File: src/rtl/sd_arb_pkg.sv
// rtl/sd_arb_pkg.sv - shared types and constants for the SD block-port arbiter
package sd_arb_pkg;

  // Arbiter sequencing, one pass per host sector transaction
  typedef enum logic [2:0] {
    ST_IDLE     = 3'd0,
    ST_ISSUE    = 3'd1,
    ST_WAIT_ACK = 3'd2,
    ST_XFER     = 3'd3,
    ST_RELEASE  = 3'd4
  } sd_arb_state_t;

  // Bit positions of each client inside the one-hot grant vector
  localparam int CLI_A = 0;
  localparam int CLI_B = 1;

  // Latched operation of the granted transaction
  localparam logic OP_RD = 1'b0;
  localparam logic OP_WR = 1'b1;

  // A client raising both rd and wr is served as a read
  function automatic logic req_op(input logic rd, input logic wr);
    return (wr & ~rd) ? OP_WR : OP_RD;
  endfunction

endpackage

File: src/rtl/sd_blk_arbiter.sv
// rtl/sd_blk_arbiter.sv - shares one HPS SD block port between two sector clients
module sd_blk_arbiter
  import sd_arb_pkg::*;
#(
  parameter logic [23:0] TIMEOUT = 24'd5_000_000
) (
  input  logic        clock,
  input  logic        RESET_N,

  input  logic [31:0] a_lba,
  input  logic        a_rd,
  input  logic        a_wr,
  output logic        a_ack,
  output logic        a_buff_wr,
  input  logic [7:0]  a_buff_din,

  input  logic [31:0] b_lba,
  input  logic        b_rd,
  input  logic        b_wr,
  output logic        b_ack,
  output logic        b_buff_wr,
  input  logic [7:0]  b_buff_din,

  output logic [31:0] sd_lba,
  output logic        sd_rd,
  output logic        sd_wr,
  input  logic        sd_ack,
  input  logic        sd_buff_wr,
  output logic [7:0]  sd_buff_din,

  output logic [1:0]  grant,
  output logic        timeout_err
);

  localparam logic [23:0] TERM = TIMEOUT - 24'd1;

  sd_arb_state_t state;
  logic          prio;     // 0: A wins a tie, 1: B wins a tie
  logic          op;
  logic [23:0]   timer;

  logic a_req;
  logic b_req;
  logic pick_b;
  logic ack_window;

  assign a_req  = a_rd | a_wr;
  assign b_req  = b_rd | b_wr;
  assign pick_b = b_req & (~a_req | prio);

  // Host ack only belongs to a client while its transaction is actually waiting or moving data
  assign ack_window = (state == ST_WAIT_ACK) || (state == ST_XFER);

  assign a_ack       = sd_ack & grant[CLI_A] & ack_window;
  assign b_ack       = sd_ack & grant[CLI_B] & ack_window;
  assign a_buff_wr   = sd_buff_wr & grant[CLI_A];
  assign b_buff_wr   = sd_buff_wr & grant[CLI_B];
  assign sd_buff_din = grant[CLI_A] ? a_buff_din :
                       grant[CLI_B] ? b_buff_din : 8'h00;

  // Transaction sequencer: grant, issue, wait for ack with timeout, transfer, release
  always_ff @(posedge clock or negedge RESET_N) begin
    if (!RESET_N) begin
      state       <= ST_IDLE;
      prio        <= 1'b0;
      op          <= OP_RD;
      timer       <= 24'd0;
      grant       <= 2'b00;
      sd_lba      <= 32'd0;
      sd_rd       <= 1'b0;
      sd_wr       <= 1'b0;
      timeout_err <= 1'b0;
    end else begin
      timeout_err <= 1'b0;
      case (state)
        ST_IDLE: begin
          if (a_req || b_req) begin
            grant  <= pick_b ? 2'b10 : 2'b01;
            sd_lba <= pick_b ? b_lba : a_lba;
            op     <= pick_b ? req_op(b_rd, b_wr) : req_op(a_rd, a_wr);
            state  <= ST_ISSUE;
          end
        end
        ST_ISSUE: begin
          sd_rd <= (op == OP_RD);
          sd_wr <= (op == OP_WR);
          timer <= 24'd0;
          state <= ST_WAIT_ACK;
        end
        ST_WAIT_ACK: begin
          if (sd_ack) begin
            sd_rd <= 1'b0;
            sd_wr <= 1'b0;
            state <= ST_XFER;
          end else if (timer == TERM) begin
            sd_rd       <= 1'b0;
            sd_wr       <= 1'b0;
            timeout_err <= 1'b1;
            state       <= ST_RELEASE;
          end else begin
            timer <= timer + 24'd1;
          end
        end
        ST_XFER: begin
          if (!sd_ack) begin
            state <= ST_RELEASE;
          end
        end
        ST_RELEASE: begin
          grant <= 2'b00;
          prio  <= grant[CLI_A];
          state <= ST_IDLE;
        end
        default: begin
          state <= ST_IDLE;
        end
      endcase
    end
  end

endmodule

File: config.mk
export PLATFORM = sky130hd
export DESIGN_NAME = sd_blk_arbiter
export DESIGN_NICKNAME = d
export VERILOG_FILES = /design/src/rtl/sd_arb_pkg.sv /design/src/rtl/sd_blk_arbiter.sv
export SDC_FILE = /design/constraint.sdc
export NUM_CORES = 1
export LEC_CHECK = 0
export ABC_AREA = 1
export BUFFER_PORTS_ARGS = -buffer_cell sky130_fd_sc_hd__buf_2
export CAP_MARGIN = 20
export CORE_ASPECT_RATIO = 1.25
export CORE_MARGIN = 5
export CORE_UTILIZATION = 31
export CTS_CLUSTER_DIAMETER = 40
export DETAILED_ROUTE_END_ITERATION = 7
export PLACE_DENSITY = 0.6
export SETUP_SLACK_MARGIN = 0.4
export SKIP_CTS_REPAIR_TIMING = 1
export SLEW_MARGIN = 20
export SYNTH_ARGS = -nofsm -noshare
export SYNTH_HDL_FRONTEND = slang
export SYNTH_SLANG_ARGS = --single-unit
File: constraint.sdc
create_clock -name clock -period 1.7 [get_ports clock]
set_input_delay 0.17 -clock clock [delete_from_list [all_inputs] [get_ports clock]]
set_output_delay 0.17 -clock clock [all_outputs]
set_load 0.01 [all_outputs]
==> qor.csv <==
metric,value,unit
port bufs,136,
dpl ws,-0.00573,ns
Yosys top cell area share,0.446,
largest net degree at the start of global routing,67,
Crit path arrival time,1.82,ns
Longest Clk Path Bufs,2,
"Req. time, crit path",1.97,ns
period utilization,0.913,
power per cell area,1420,nW/um2
Syn Nets,627,
Synth area leaders,"dfrtp_1 (45%), nand2_1 (25%), nand3_1 (11%)",
Die X,108,um
yosys warns,0,
synth unique cells,28,
core footprint,11700,um2
status,finished clean,
CP most frequent cell,buf_12,
Final Slew Violations,0,
drt wl/cell,14.2,um
worst slew pin tran,0.395,ns
post-synth top area cell,dfrtp_1,
dpl cells,838,
post-route ant nets,0,
global-route wire length before repair,18700,um
Placer Congestion,0.877,
first-pass iteration count of the detailed router,4,
# diodes,0,
Max Clk Rate,645,MHz
CP max-delay cell,dfrtp_1,
register area share after synthesis,0.446,
MaxCap Viol Count,0,
clk_lat worst skew,0.33,ns
Clock transition at path regs,0.06,ns
HP Class,input pin to flop,
Syn-to-layout area delta,60.3,%
RSZ-0062 raised after global routing,true,
CTS sink count,66,
Final setup violation count,0,
Layout Cells excl Fill,901,
TritonCTS Buffers,9,
Filler Cells Inserted,1142,
I/O Pins,137,
Fin. Hold Viols,0,
Rel. slew slack,0.737,
crit path cell chain,nor3_2 > nand2_2 > buf_12 > a21oi_4 > buf_12 > buf_12 > nand3b_1 > nand3_1,
post-layout min period,1.55,ns
Initial DRC Count,153,
Clock Tree Root,clkbuf_16,
maximum vdd drop,898,uV
routed via count,4241,
initial antenna violation count,0,
Starting Density,0.317,
Static Leak,3.10,nW
vias in the first global route,4100,
vias per cell,4.71,
Residual DRC,0,
Placement Cell Area,4730,um2
htree depth,3,
Post-Synthesis Cells,538,
die area,14200,um2
CP peak stage delay,0.40,ns
Critical Path Start Type,flop,
GRT Total Usage,0.160,
layout cells sized above 1,0.422,
CP Class,flop to flop,
setup tns final,0,ns
Crit. End Element,flop,
WP buf/inv,3,
syn_area_per_cell,6.88,um2
Crit path max-delay family,simple AND/OR/NAND/NOR gates,
GRT overflow,0,
fin area,5930,um2
die height,132,um
std cell rows,44,
fin worst setup slack,0.148,ns
CTS tree,yes,
Clock Skew,0.00662,ns
drt total wl,12800,um
CP max FO,5,
"Cell Area, Synth",3700,um2
layout net count,824,
HPWL after DPL,8500,um
"FF+latch count, synth",66,
logic make-up after synthesis:
logic type                 after synthesis  share of synthesized area
AOI/OAI and AO/OA                        9                     0.0142
and+or+nand+nor                        399                      0.455
adders and majority gates                1                    0.00338
buffers and inverters                   55                     0.0626
DFF                                     66                      0.446
xor gates and xnor gates                 8                     0.0189
worst register-to-register path, stage by stage, from the launching register on:
cell      delay [ns]
dfrtp_1         0.40
nor3_2          0.24
nand2_2         0.12
buf_12          0.15
a21oi_4         0.13
buf_12          0.15
buf_12          0.12
nand3b_1        0.10
nand3_1         0.08
registers in the layout, indices dropped and copies added, names as in the netlist:
signal,count
grant,2
op,1
prio,1
sd_lba,32
sd_rd,1
sd_wr,1
state,3
timeout_err,1
timer,24
placed cells by master (no fill, tap or decap), drive strengths merged, types with 2 or more instances in the layout:
master	n
xnor2	2
nand2	245
nand3b	7
nand3	81
or2	2
nand4	8
inv	35
xor2	6
clkinv	5
a21oi	2
dfrtp	66
clkbuf	15
o21ai	5
clkinvlp	4
nor3	2
nor2	53
buf	196
layout make-up:
cell class	count	area (um2)	area share
Inverter	36	143	0.0240
Tap cell	161	201	0.0340
Timing Repair inverter	1	7.51	0.00127
Timing Repair Buffer	203	1450	0.244
Clock inverter	7	45.0	0.00759
Clock buffer	9	225	0.0380
Multi-Input combinational cell	418	2200	0.371
Sequential cell	66	1660	0.281
routing by layer:
layer  part of all wire  up-vias  global-route usage  routed length [um]
met5                  0        -                   0                   0
met1               0.40     1991               0.186                5060
met4              0.021        0              0.0688                 264
met2               0.52      135               0.276                6710
met3              0.059       22              0.0421                 748
li1                   -     2093                   -                   -
path summary, 6_finish.rpt:
path,start,to,slack (ns),cells after the start
max,state[1]$_DFFE_PN0P_,op$_DFFE_PN0P_,0.15,8
min,a_lba[25],sd_lba[25]$_DFFE_PN0P_,0.04,3
max reg2reg,state[1]$_DFFE_PN0P_,op$_DFFE_PN0P_,0.15,8
min reg2reg,sd_wr$_DFFE_PN0P_,sd_wr$_DFFE_PN0P_,0.48,2
max in group asynchronous,RESET_N,timer[7]$_DFFE_PN0P_,0.96,3
min in group asynchronous,RESET_N,timer[17]$_DFFE_PN0P_,0.37,3
where the power goes:
| group | internal (W) | total, W | switching (W) | leakage, nW |
|---|---|---|---|---|
| sequential | 0.00208 | 0.00241 | 0.000334 | 0.843 |
| combinational | 0.00198 | 0.00431 | 0.00234 | 2.12 |
| clock | 0.000982 | 0.00169 | 0.000703 | 0.135 |
metrics by stage:
| step | util | hold slack [ns] | power, W |
|---|---|---|---|
| 5_1_grt | 0.508 | 0.0389 | 0.00892 |
| 3_5_place_dp | 0.406 | 0.224 | 0.00539 |
| 2_1_floorplan | - | -0.126 | 0.00423 |
| 6_report | 0.508 | 0.0403 | 0.00841 |
| 4_1_cts | 0.429 | -0.130 | 0.00710 |
| 3_3_place_gp | 0.406 | 0.221 | 0.00533 |
synthesized netlist by cell type:
library cell  number
xor2_1             6
nor2_4             1
ha_1               1
inv_1             34
nand2_2            3
a21oi_1            1
nor3_2             1
nand2_1          242
nor2_2             1
buf_1              1
nor2_1            50
clkbuf_1           8
nor3b_1            1
buf_6              2
o21bai_1           1
or2_2              2
a21oi_2            1
nand4_1            8
xnor2_1            2
nor4_1             1
inv_2              2
o22ai_1            1
nor3_1             1
nand3b_1           7
nand3_1           81
o21ai_0            5
buf_2              8
dfrtp_1           66
No activity file was read; power rests on OpenSTA's default activity.
